[config.mk]
export PLATFORM = sky130hd
export DESIGN_NAME = bpb_update_scheduler_flat
export DESIGN_NICKNAME = d
export VERILOG_FILES = /design/src/rtl/bpb_update_scheduler_if.sv /design/src/rtl/bpb_update_scheduler.sv /design/src/flat_wrapper.sv
export SDC_FILE = /design/constraint.sdc
export NUM_CORES = 1
export LEC_CHECK = 0
export ABC_CLOCK_PERIOD_IN_PS = 1900
export BUFFER_PORTS_ARGS = -buffer_cell sky130_fd_sc_hd__clkbuf_2
export CAP_MARGIN = 20
export CORE_AREA = 5 5 63 65
export CTS_CLUSTER_SIZE = 20
export DETAILED_ROUTE_END_ITERATION = 8
export DIE_AREA = 0 0 68 70
export GPL_TIMING_DRIVEN = 0
export HOLD_SLACK_MARGIN = 0.05
export MAX_ROUTING_LAYER = met4
export PLACE_DENSITY_LB_ADDON = 0.3
export SLEW_MARGIN = 20
export SYNTH_ARGS = -nofsm -noshare
export SYNTH_HDL_FRONTEND = slang
export SYNTH_SLANG_ARGS = --single-unit
[constraint.sdc]
create_clock -name clock -period 1.9 [get_ports clock]
set_input_delay 0.475 -clock clock [delete_from_list [all_inputs] [get_ports clock]]
set_output_delay 0.475 -clock clock [all_outputs]
set_load 0.03 [all_outputs]
[src/rtl/bpb_update_scheduler_if.sv]
// Update-request and prediction-buffer write bundle for the BPB update scheduler.
// master = execute side / driver, slave = the scheduler itself.
interface bpb_update_scheduler_if #(
    parameter int FIFO_DEPTH   = 4,
    parameter int ADDR_WIDTH   = 2,
    parameter int OFFSET_WIDTH = 2
);
    localparam int QCNT_WIDTH = $clog2(FIFO_DEPTH) + 1;

    logic [1:0]              req_valid;
    logic [1:0]              req_ready;
    logic [ADDR_WIDTH-1:0]   req_addr0;
    logic [ADDR_WIDTH-1:0]   req_addr1;
    logic [OFFSET_WIDTH-1:0] req_offset0;
    logic [OFFSET_WIDTH-1:0] req_offset1;
    logic [1:0]              req_taken;
    logic                    flush;
    logic                    hold;
    logic                    update;
    logic                    branch_result;
    logic [ADDR_WIDTH-1:0]   buffer_addr;
    logic [OFFSET_WIDTH-1:0] buffer_offset;
    logic [QCNT_WIDTH-1:0]   queue_count;

    modport master (
        output req_valid, req_addr0, req_addr1, req_offset0, req_offset1, req_taken,
        output flush, hold,
        input  req_ready, update, branch_result, buffer_addr, buffer_offset, queue_count
    );

    modport slave (
        input  req_valid, req_addr0, req_addr1, req_offset0, req_offset1, req_taken,
        input  flush, hold,
        output req_ready, update, branch_result, buffer_addr, buffer_offset, queue_count
    );
endinterface

[src/rtl/bpb_update_scheduler.sv]
// Round-robin arbitrates two branch-update requesters into a FIFO, issues one update per cycle.
// Latency: accept at edge k -> update high after edge k+1 (after edge k with BPB_UPD_BYPASS_EN).
// Backpressure: req_ready drops when FIFO is full (no pop-through) or on flush; hold pauses issue only.
module bpb_update_scheduler #(
    parameter int FIFO_DEPTH   = 4,
    parameter int ADDR_WIDTH   = 2,
    parameter int OFFSET_WIDTH = 2
) (
    input  logic                    clock,
    input  logic                    reset_n,
    bpb_update_scheduler_if.slave   bus
);
    localparam int PTR_W  = $clog2(FIFO_DEPTH);
    localparam int QCNT_W = PTR_W + 1;

    typedef struct packed {
        logic                    taken;
        logic [ADDR_WIDTH-1:0]   addr;
        logic [OFFSET_WIDTH-1:0] offset;
    } upd_t;

    upd_t              mem [FIFO_DEPTH];
    logic [PTR_W-1:0]  wr_ptr;
    logic [PTR_W-1:0]  rd_ptr;
    logic [QCNT_W-1:0] count;
    logic              rr_ptr;

    logic [1:0] grant;
    logic [1:0] ready;
    logic [1:0] accept;
    logic       can_push;
    logic       push;
    logic       pop;
    logic       bypass;
    logic       fifo_wr;
    upd_t       in_ent;

    logic                    upd_q;
    logic                    result_q;
    logic [ADDR_WIDTH-1:0]   addr_q;
    logic [OFFSET_WIDTH-1:0] offset_q;

    always_comb begin
        grant = bus.req_valid;
        if (&bus.req_valid) begin
            grant = rr_ptr ? 2'b10 : 2'b01;
        end
        // A full FIFO refuses even when the head pops this same cycle.
        can_push = (count < QCNT_W'(FIFO_DEPTH)) && !bus.flush;
        ready    = can_push ? grant : 2'b00;
        accept   = bus.req_valid & ready;
        push     = |accept;

        in_ent.taken  = accept[1] ? bus.req_taken[1] : bus.req_taken[0];
        in_ent.addr   = accept[1] ? bus.req_addr1    : bus.req_addr0;
        in_ent.offset = accept[1] ? bus.req_offset1  : bus.req_offset0;

        pop = !bus.flush && !bus.hold && (count != '0);
`ifdef BPB_UPD_BYPASS_EN
        // Only an empty FIFO may be skipped, so issue order always matches accept order.
        bypass = push && (count == '0) && !bus.hold && !bus.flush;
`else
        bypass = 1'b0;
`endif
        fifo_wr = push && !bypass;
    end

    always_ff @(posedge clock) begin
        if (fifo_wr) begin
            mem[wr_ptr] <= in_ent;
        end
    end

    always_ff @(posedge clock or negedge reset_n) begin
        if (!reset_n) begin
            wr_ptr <= '0;
            rd_ptr <= '0;
            count  <= '0;
            rr_ptr <= 1'b0;
        end else if (bus.flush) begin
            wr_ptr <= '0;
            rd_ptr <= '0;
            count  <= '0;
        end else begin
            if (fifo_wr) begin
                wr_ptr <= wr_ptr + PTR_W'(1);
            end
            if (pop) begin
                rd_ptr <= rd_ptr + PTR_W'(1);
            end
            case ({fifo_wr, pop})
                2'b10:   count <= count + QCNT_W'(1);
                2'b01:   count <= count - QCNT_W'(1);
                default: count <= count;
            endcase
            if (accept[0]) begin
                rr_ptr <= 1'b1;
            end else if (accept[1]) begin
                rr_ptr <= 1'b0;
            end
        end
    end

    always_ff @(posedge clock or negedge reset_n) begin
        if (!reset_n) begin
            upd_q    <= 1'b0;
            result_q <= 1'b0;
            addr_q   <= '0;
            offset_q <= '0;
        end else if (pop) begin
            upd_q    <= 1'b1;
            result_q <= mem[rd_ptr].taken;
            addr_q   <= mem[rd_ptr].addr;
            offset_q <= mem[rd_ptr].offset;
        end else if (bypass) begin
            upd_q    <= 1'b1;
            result_q <= in_ent.taken;
            addr_q   <= in_ent.addr;
            offset_q <= in_ent.offset;
        end else begin
            upd_q <= 1'b0;
        end
    end

    assign bus.req_ready     = ready;
    assign bus.update        = upd_q;
    assign bus.branch_result = result_q;
    assign bus.buffer_addr   = addr_q;
    assign bus.buffer_offset = offset_q;
    assign bus.queue_count   = count;
endmodule
[src/flat_wrapper.sv]
// flat-port wrapper written by rule: the top's interface ports become plain ports
module bpb_update_scheduler_flat 
#(
    parameter int FIFO_DEPTH   = 4,
    parameter int ADDR_WIDTH   = 2,
    parameter int OFFSET_WIDTH = 2
)
  (clock, reset_n, bus_req_valid, bus_req_addr0, bus_req_addr1, bus_req_offset0, bus_req_offset1, bus_req_taken, bus_flush, bus_hold, bus_req_ready, bus_update, bus_branch_result, bus_buffer_addr, bus_buffer_offset, bus_queue_count);
  bpb_update_scheduler_if #(.FIFO_DEPTH(FIFO_DEPTH), .ADDR_WIDTH(ADDR_WIDTH), .OFFSET_WIDTH(OFFSET_WIDTH)) bus_i ();
  input  logic clock;
  input  logic reset_n;
  input wire logic [$bits(bus_i.req_valid)-1:0] bus_req_valid;
  input wire logic [$bits(bus_i.req_addr0)-1:0] bus_req_addr0;
  input wire logic [$bits(bus_i.req_addr1)-1:0] bus_req_addr1;
  input wire logic [$bits(bus_i.req_offset0)-1:0] bus_req_offset0;
  input wire logic [$bits(bus_i.req_offset1)-1:0] bus_req_offset1;
  input wire logic [$bits(bus_i.req_taken)-1:0] bus_req_taken;
  input wire logic [$bits(bus_i.flush)-1:0] bus_flush;
  input wire logic [$bits(bus_i.hold)-1:0] bus_hold;
  output wire logic [$bits(bus_i.req_ready)-1:0] bus_req_ready;
  output wire logic [$bits(bus_i.update)-1:0] bus_update;
  output wire logic [$bits(bus_i.branch_result)-1:0] bus_branch_result;
  output wire logic [$bits(bus_i.buffer_addr)-1:0] bus_buffer_addr;
  output wire logic [$bits(bus_i.buffer_offset)-1:0] bus_buffer_offset;
  output wire logic [$bits(bus_i.queue_count)-1:0] bus_queue_count;
  assign bus_i.req_valid = bus_req_valid;
  assign bus_i.req_addr0 = bus_req_addr0;
  assign bus_i.req_addr1 = bus_req_addr1;
  assign bus_i.req_offset0 = bus_req_offset0;
  assign bus_i.req_offset1 = bus_req_offset1;
  assign bus_i.req_taken = bus_req_taken;
  assign bus_i.flush = bus_flush;
  assign bus_i.hold = bus_hold;
  assign bus_req_ready = bus_i.req_ready;
  assign bus_update = bus_i.update;
  assign bus_branch_result = bus_i.branch_result;
  assign bus_buffer_addr = bus_i.buffer_addr;
  assign bus_buffer_offset = bus_i.buffer_offset;
  assign bus_queue_count = bus_i.queue_count;
  bpb_update_scheduler #(.FIFO_DEPTH(FIFO_DEPTH), .ADDR_WIDTH(ADDR_WIDTH), .OFFSET_WIDTH(OFFSET_WIDTH)) u_core (.clock(clock), .reset_n(reset_n), .bus(bus_i));
endmodule
* Word level (Yosys, flattened, before mapping) *
Memories as Yosys holds them, arrays and structs flattened. A register that Yosys moved wholly into a read port is not among the register bits.
Index checks and enable logic that the tools add are counted.

operators by class
  $add $sub $neg = 4
  reduce and logical (&&, ||, !) cells = 14
  bitwise operators = 2
  mux-type cells = 17
  equality and inequality tests = 2
  magnitude comparators = 1

operators with widths
  kind                                                                 number
  2-bit 2-to-1 mux                                                     9
  1-bit 2-to-1 mux                                                     6
  3-bit case mux with 2 select lines                                   1
  2-bit nonzero test                                                   3
  3-bit nonzero test                                                   2
  2-bit by 1-bit adder with 2-bit output (second input constant)       2
  2-bit AND reduction                                                  2
  3-bit by 1-bit adder with 3-bit output (second input constant)       1
  1-bit logical AND                                                    3
  1-bit logical NOT                                                    3
  3-bit < comparator (second input constant)                           1
  3-bit 2-to-1 mux                                                     1
  3-bit by 1-bit subtractor with 3-bit output (second input constant)  1
  2-bit bitwise AND                                                    1
  2-bit by 1-bit == test with 1-bit output (second input constant)     1
  2-bit == test (second input constant)                                1
  2-bit OR reduction                                                   1
  1-bit NOT                                                            1

word-level totals
  memories kept = 1
  bits of input ports = 16
  output and inout port bits = 11
  flip-flop bits (word level) = 9
  logic and storage cells = 46
  RAM bits = 20

memories
  memory      words  width  read ports  clocked after memory_dff  wr ports  line                        source
  u_core.mem  4      5      1           1                         1         bpb_update_scheduler.sv:22  upd_t mem [FIFO_DEPTH];

* Logic depth before layout (Yosys ltp) *
Gate-level depths: netlist of the first run.

  depth after elaboration = 8
  mapped depth = 8
  gate-level depth less buffers = 7

* Worst setup path after synthesis of the first run *
OpenSTA, ideal clock, no wires.

  path kind = reg-to-reg
  start point = register u_core.count[2] (netlist: u_core.bus.queue_count[2])
  end point = register u_core.count[2] (netlist: u_core.bus.queue_count[2])
  cell stages (with the launch flop) = 8
  clock period less this slack = 1.968 ns
  buffers on the path = 1
  data arrival time = 1.836 ns
  slack = -0.068 ns
  cells stage by stage = dfrtp_1 > nor2_1 > o21a_1 > buf_4 > nor3_1 > fa_1 > o211ai_1 > nand4_1

between the ends
  longest elaborated chain between the ends = 8

ends and longest elaborated chain
  item                                                                              line                        source
  from (decl)                                                                       bpb_update_scheduler.sv:25  logic [QCNT_W-1:0] count;
  from (signal assigned)                                                            bpb_update_scheduler.sv:92  2'b10: count <= count + QCNT_W'(1);
  from (signal assigned)                                                            bpb_update_scheduler.sv:93  2'b01: count <= count - QCNT_W'(1);
  from (signal assigned)                                                            bpb_update_scheduler.sv:94  default: count <= count;
  3-bit < comparator                                                                bpb_update_scheduler.sv:49  can_push = (count < QCNT_W'(FIFO_DEPTH)) && !bus.flush;
  1-bit logical AND                                                                 bpb_update_scheduler.sv:49
  2-bit 2-to-1 mux                                                                  bpb_update_scheduler.sv:50  ready = can_push ? grant : 2'b00;
  2-bit bitwise AND                                                                 bpb_update_scheduler.sv:51  accept = bus.req_valid & ready;
  2-bit OR reduction                                                                bpb_update_scheduler.sv:52  push = |accept;
  2-bit by 1-bit == test with 1-bit output / 2-bit == test (equally long branches)  bpb_update_scheduler.sv:91  case ({fifo_wr, pop})
  3-bit case mux with 2 select lines                                                bpb_update_scheduler.sv:91
  3-bit 2-to-1 mux                                                                  bpb_update_scheduler.sv:80  end else if (bus.flush) begin

Parallel ways exist; a longest one is shown, timed or not.
A chain may end at the register's enable or synchronous reset.

* Worst setup path after layout of the first run *
  start point = register u_core.count[2] (netlist: u_core.bus.queue_count[2])
  end point = output bus_req_ready[0]

between the ends
  longest elaborated chain between the ends = 3

ends and longest elaborated chain
  item                line                        source
  3-bit < comparator  bpb_update_scheduler.sv:49
  1-bit logical AND   bpb_update_scheduler.sv:49
  2-bit 2-to-1 mux    bpb_update_scheduler.sv:50
  to (decl)           flat_wrapper.sv:20          output wire logic [$bits(bus_i.req_ready)-1:0] bus_req_ready;

Every way passes these cells.

==> key figures, run 1 <==
Timing
  – Period minus WS final: around 1800 ps
  – Max-Slew Margin vs Limit: 72.6%
  – Tcrit/Tclk final: 96.8%
  – Clk_skew: between 7 and 8 ps
  – Worst slew pin tran: 412 ps
  – Final Setup Violations: 0
  – Hold Vio Cnt, Final: 0
  – Slew Limit Fails: 0
  – Achievable frequency: 544 MHz
  – Setup TNS: 0 ps

Floorplanning
  – Starting Density: a little under half
  – # rows: 21
  – Core Box Area: 0.00328 mm2
  – Die width: 68 um
  – Die height: 70 um
  – Die area: roughly 0.0048 mm2
  – I/O pins: 27

Clock network
  – Root Driver: clkbuf_4
  – Number of buffers created by CTS: 5
  – Clock latency at the later pin of the worst-skew pair: approximately 330 ps
  – Clock slew at reported path FFs: 100 ps
  – H-tree Lvls: 2
  – CTS tree: done
  – CTS Buffer Depth: 2
  – CTS Sinks: 34

Logic synthesis
  – Syn Nets: 126
  – Avg Cell Area, Syn: 14.9 um2
  – Number of synthesized register bits: 34
  – YS warnings: 0
  – Post-Syn Instances: 105
  – Synthesized area: 0.00157 mm2
  – Seq/Total Area, Yosys: 60.6%
  – Yosys cell types: 34

Global routing
  – Total gr overflow: 0
  – Largest net degree at the start of global routing: 15
  – GR peak layer: met2
  – Met3 Track Usage GR: between 5 and 6%
  – First-pass GRT wire length: between 4000 and 5000 um
  – Met2 Use GR: 23.2%
  – All-Layer GR Usage: around 15%
  – Met1 usage: between 10% and 20%
  – Antenna violations before repair: 0
  – Vias in the first global route: 1052

Cells and area
  – Layout Nets: 164
  – Fillers: about 270
  – Area Growth Syn to Fin: 21.1%
  – Layout Cells excl Fill: 190
  – Ant diodes: 0
  – Layout cells sized above 1: 43.8%

Worst setup path
  – CP max-delay cell: dfrtp_2
  – Worst endpoint data arrival time: 1360 ps
  – Crit start category: register
  – Worst Path Required: 1420 ps
  – Critical-path cell list: nor2_4, nand2_1, a21oi_2, buf_6
  – Crit path max fanout: 5
  – Critical path class: reg2out
  – CP max stage delay: 440 ps
  – Crit end category: output pin

Drt
  – Vias post-DR: 985
  – Via-per-instance ratio: 5.18
  – Detailed-route wire length per cell: between 15 and 20 um
  – Post-DRT Antenna Nets: 0
  – DR DRC count: 0
  – DR iter-0 viols: 25
  – DRT Wirelength: 2920 um
  – Drt first pass iters: 4

Pwr
  – Power Density: 1170 mW/mm2
  – Static leakage: 0.000781 uW
  – Worst vdd ir: 536 uV

Placed design
  – Port Buffers: 25
  – Final Wtd Congestion: just under 0.8
  – DP Cell Count: around 180
  – Hpwl dp: 2140 um

Hold path
  – Hold Crit Class: in2reg

Outcome
  – Status: finished, final reports clean

Flow run
  – Max Cap Violations: 0
-- stage by stage --
stage / util (%) / power [uW] / setup WS (ps) / hold WS (ps) / area [um2]
2_1_floorplan: - / 1580 / 38.8 / 179 / 1580
3_3_place_gp: 53.6 / 1750 / -151 / 409 / 1760
3_5_place_dp: 53.6 / 1790 / -188 / 411 / 1760
4_1_cts: 57.1 / 2230 / 18.2 / 378 / 1870
5_1_grt: 57.9 / 2350 / -5.72 / 381 / 1900
6_report: 57.9 / 2220 / 61.0 / 395 / 1900
-- cell usage in the layout (no fill, tap or decap), types with 2 or more instances in the layout --
| cell | netlist | layout |
|---|---|---|
| nand3_1 | 3 | 2 |
| and2_1 | 4 | 4 |
| clkbuf_4 | 0 | 6 |
| clkbuf_2 | 0 | 23 |
| o211ai_1 | 2 | 2 |
| mux2_2 | 10 | 10 |
| mux4_2 | 5 | 5 |
| nand4_1 | 2 | 2 |
| xnor2_1 | 3 | 3 |
| buf_4 | 1 | 6 |
| nor2_1 | 6 | 5 |
| clkbuf_1 | 0 | 2 |
| nand2_1 | 6 | 6 |
| inv_1 | 4 | 4 |
| ha_1 | 4 | 4 |
| edfxtp_1 | 20 | 20 |
| buf_6 | 1 | 2 |
| dfrtp_1 | 14 | 13 |
-- cell families after synthesis --
logic type	share of synthesized area, %
compound gates	5.10
fa+ha+maj	4.47
simple gates	10.4
buf+inv	2.71
mux	15.0
flops	60.6
xor+xnor	1.67
-- critical path: cells and delay by family, from the launching register on --
kind / cells / cell delay [ps]
AOI/OAI and AO/OA: 1 / 150
buffers and inverters: 1 / 150
and+or+nand+nor: 2 / 280
DFF: 1 / 440
-- cells in the mapped netlist, drive strengths merged --
cell type | instances | area, um2
edfxtp | 20 | 601
dfrtp | 14 | 350
mux2 | 10 | 113
nor2 | 7 | 42.5
nand2 | 6 | 22.5
mux4 | 5 | 113
and2 | 4 | 25.0
buf | 4 | 27.5
ha | 4 | 50.1
inv | 4 | 15.0
nand3 | 3 | 15.0
xnor2 | 3 | 26.3
a21oi | 2 | 10.0
nand4 | 2 | 12.5
nor3 | 2 | 15.0
o211ai | 2 | 15.0
o21ai | 2 | 13.8
a21o | 1 | 7.51
a32o | 1 | 10.0
fa | 1 | 20.0
mux2i | 1 | 10.0
nand2b | 1 | 6.26
nand4b | 1 | 8.76
nor3b | 1 | 7.51
o21a | 1 | 7.51
o31ai | 1 | 7.51
o32ai | 1 | 8.76
or2 | 1 | 8.76
-- sequential cells by signal (all words and copies together), names as in the netlist --
signal                    count
u_core.bus.branch_result      1
u_core.bus.buffer_addr        2
u_core.bus.buffer_offset      2
u_core.bus.queue_count        3
u_core.bus.update             1
u_core.mem                   20
u_core.rd_ptr                 2
u_core.rr_ptr                 1
u_core.wr_ptr                 2
-- power breakdown --
part	total [uW]	internal, uW	switching (uW)
Combinational	774	326	448
Sequential	1030	931	99.9
Clock	413	183	231
-- path summary, 6_finish.rpt --
kind	slack, ps	endpoint	cells past startpoint	from
max	60	bus_req_ready[0]	4	u_core.bus.queue_count[2]
min	400	u_core.wr_ptr[1]	2	bus_flush
min in group asynchronous	580	u_core.bus.buffer_addr[0]	2	reset_n
min reg2reg	520	u_core.bus.buffer_addr[1]	1	u_core.bus.buffer_addr[1]
max reg2reg	90	u_core.bus.queue_count[2]	7	u_core.bus.queue_count[2]
max in group asynchronous	1030	u_core.bus.queue_count[2]	2	reset_n
-- final cells by class --
class	count	area [um2]	share of cell area (%)
Sequential cell	34	952	50.1
Multi-Input combinational cell	63	608	32.0
Clock buffer	8	58.8	3.09
Timing Repair Buffer	31	181	9.55
Inverter	4	15.0	0.790
Tap cell	46	57.6	3.03
Buffer	4	27.5	1.45
-- timing repair --
item | CTS | global route
hold endpoints to repair | 14 | 0
setup endpoints to repair | 3 | 3
cloned | 0 | 0
gates resized for setup | 7 | 2
buffers inserted | 2 | 3
pin swaps | 1 | 3
hold buffers | 1 | 0
-- metal layers --
metal	wire length, um	vias up
li1	-	470
met1	1160	485
met2	1510	26
met3	212	4
met4	35	0
met5	0	-
Note: power is estimated with default switching activity, not from simulation.
==> run 2, diff against run 1 <==
--- a/config.mk
+++ b/config.mk
@@ -16,6 +16,7 @@
 export HOLD_SLACK_MARGIN = 0.05
 export MAX_ROUTING_LAYER = met4
 export PLACE_DENSITY_LB_ADDON = 0.3
+export RECOVER_POWER = 50
 export SLEW_MARGIN = 20
 export SYNTH_ARGS = -nofsm -noshare
 export SYNTH_HDL_FRONTEND = slang
==> run 2 against run 1 <==
  * Sequential power about the same
  * Combinational power down 5.3%
  * Die area unchanged
  * Clock power about the same
  * Cell area down 1.7%
  * Clock skew about the same
  * Utilization down 0.99 points
  * Wire length up 1.4%
  * Maximum frequency down 0.16%
  * Flip-flop and latch count unchanged
==> key figures, run 2 (synthesis gave the netlist of run 1 again) <==
Outcome
  – Status: finished, final reports clean

Pwr
  – Combinational group share of total power: 33.7% (-1.2 points)
  – Sequential Power Share: 47.3% (+0.8 points)
  – Switching pwr: 764 uW (-1.8%)
  – Worst vdd ir: 531 uV (-0.79%)
  – Clk pwr share: 19.0% (+0.4 points)
  – P_int: 1410 uW (-1.8%)
  – Power Density: 1170 mW/mm2 (about the same)
  – Sw frac: 35.1% (about the same)
  – Static leakage: 0.000738 uW (-5.5%)

Placed design
  – Port Buffers: 25 (unchanged)
  – Post-Place Setup Slack: -188 ps (unchanged)
  – Hpwl dp: 2140 um (unchanged)
  – Final Wtd Congestion: 0.792 (unchanged)

Timing
  – Final Setup Violations: 0 (unchanged)
  – Hold Vio Cnt, Final: 0 (unchanged)
  – Slew Limit Fails: 0 (unchanged)
  – Achievable frequency: 543 MHz (-0.16%)
  – Max-Slew Margin vs Limit: 46.7% (-26 points)
  – Final worst slack: 58.0 ps (-3.00 ps)
  – Period minus WS final: 1840 ps (+3.00 ps)
  – Worst slew pin tran: 799 ps (+387 ps)
  – Tcrit/Tclk final: 96.9% (+0.16 points)
  – Clk_skew: 8.16 ps (+0.173 ps)
  – Hold Worst Slack: 393 ps (-2.60 ps)

Drt
  – DR iter-0 viols: 25 (unchanged)
  – Via-per-instance ratio: 5.19 (+0.10%)
  – Vias post-DR: 986 (+0.10%)
  – DR DRC count: 0 (unchanged)
  – Drt first pass iters: 4 (unchanged)
  – Detailed-route wire length per cell: 15.6 um (+1.4%)
  – Post-DRT Antenna Nets: 0 (unchanged)
  – DRT Wirelength: 2960 um (+1.4%)

Clock network
  – CTS Sinks: 34 (unchanged)
  – Clock slew at reported path FFs: 100 ps (about the same)
  – CTS tree: done
  – Number of buffers created by CTS: 5 (unchanged)
  – Root Driver: clkbuf_4
  – CTS Buffer Depth: 2 (unchanged)
  – H-tree Lvls: 2 (unchanged)
  – Clock latency at the later pin of the worst-skew pair: 330 ps (about the same)

Floorplanning
  – Starting Density: 47.8% (unchanged)
  – I/O pins: 27 (unchanged)
  – Die area: 0.00476 mm2 (unchanged)
  – Core Box Area: 0.00328 mm2 (unchanged)
  – # rows: 21 (unchanged)
  – Die width: 68 um (unchanged)
  – Die height: 70 um (unchanged)

Worst setup path
  – Critical path class: reg2out
  – CP max stage delay: 440 ps (about the same)
  – Worst Path Required: 1420 ps (about the same)
  – Crit end category: output pin
  – CP max-delay cell: dfrtp_2
  – Crit path max fanout: 5 (unchanged)
  – Crit start category: register
  – Critical-path cell list: nor2_4, nand2_1, a21oi_2, buf_6
  – Worst endpoint data arrival time: 1370 ps (about the same)

Global routing
  – All-Layer GR Usage: 14.6% (unchanged)
  – Antenna violations before repair: 0 (unchanged)
  – Largest net degree at the start of global routing: 15 (unchanged)
  – Total gr overflow: 0 (unchanged)
  – First-pass GRT wire length: 4860 um (unchanged)
  – Vias in the first global route: 1052 (unchanged)

Flow run
  – Max Cap Violations: 0 (unchanged)

Cells and area
  – Commonest non-fill, non-tap cell in the layout: edfxtp_1
  – Flip-flop count of the largest register after layout: 20 (unchanged)
  – Commonest cells after routing, fill and taps aside: edfxtp_1 (20), clkbuf_2 (16), dfrtp_1 (13)
  – Layout Nets: 164 (unchanged)
  – Reg with most FFs: u_core.mem
  – Area Growth Syn to Fin: 19.1%
  – Ant diodes: 0 (unchanged)
  – Layout cells sized above 1: 34.7% (-9.0 points)

Hold path
  – Hold Crit Class: in2reg
-- run 2: cell count changes in the layout (fill, tap and decap cells not counted) --
cell | previous run | this run
buf_4 | 6 | 3
nor2_1 | 5 | 6
nor2_8 | 1 | 0
mux2_1 | 0 | 3
clkbuf_4 | 6 | 7
clkbuf_1 | 2 | 11
clkbuf_2 | 23 | 16
mux2_2 | 10 | 7
-- run 2: critical path: cells and delay by family, from the launching register on --
| family | cells | cell delay, ps |
|---|---|---|
| buf+inv | 1 | 150 |
| simple gates | 2 | 280 |
| compound gates | 1 | 150 |
| flops | 1 | 440 |
-- run 2: layout make-up --
class | count | area (um2)
timing repair buffer | 31 | 165
buffer | 4 | 27.5
multi-input combinational | 63 | 592
sequential | 34 | 952
fill | 282 | 1420
clock buffer | 8 | 58.8
tap | 46 | 57.6
inverter | 4 | 15.0
-- run 2: per-stage QoR --
| step | util [%] | cell area, um2 | setup TNS, ps | cells | power [uW] |
|---|---|---|---|---|---|
| 4_1_cts | 57.1 | 1870 | 0 | 187 | 2230 |
| 2_1_floorplan | - | 1580 | 0 | 105 | 1580 |
| 3_5_place_dp | 53.6 | 1760 | -362 | 176 | 1790 |
| 3_3_place_gp | 53.6 | 1760 | -270 | 176 | 1750 |
| 5_1_grt | 56.9 | 1870 | -5.72 | 190 | 2310 |
| 6_report | 56.9 | 1870 | 0 | 190 | 2180 |
-- run 2: power by group through the flow --
stage | combinational, uW | sequential (uW) | clock, uW
final | 733 | 1030 | 414
after global routing | 797 | 1050 | 457
after CTS | 773 | 1030 | 422
after detailed placement | 736 | 1050 | 0
after global placement | 711 | 1040 | 0
after floorplan | 393 | 1180 | 0
-- run 2: routing by layer --
layer / vias to the layer above / share of wire [%] / GRT usage, %
met1: 487 / 41 / 16.9
met3: 4 / 6.1 / 5.77
met4: 0 / 1.1 / 3.97
li1: 469 / - / -
met5: - / 0 / -
met2: 26 / 51 / 23.2
-- run 2: final timing paths --
kind	endpoint	cells past startpoint	slack [ps]	start
worst max-delay path	bus_req_ready[0]	4	60	u_core.bus.queue_count[2]
worst min-delay path	u_core.wr_ptr[1]	2	390	bus_flush
worst max register to register	u_core.bus.queue_count[2]	7	100	u_core.bus.queue_count[2]
worst min register to register	u_core.bus.buffer_addr[1]	1	520	u_core.bus.buffer_addr[1]
max in group asynchronous	u_core.bus.queue_count[2]	2	620	reset_n
min in group asynchronous	u_core.bus.buffer_addr[0]	2	740	reset_n
-- run 2: repair_timing --
action | CTS | global route
gates resized for setup | 7 | 2
pin swaps | 1 | 3
setup buffers | 2 | 3
hold buffers | 1 | 0
setup endpoints to repair | 3 | 3
endpoints found under the hold margin | 14 | 0
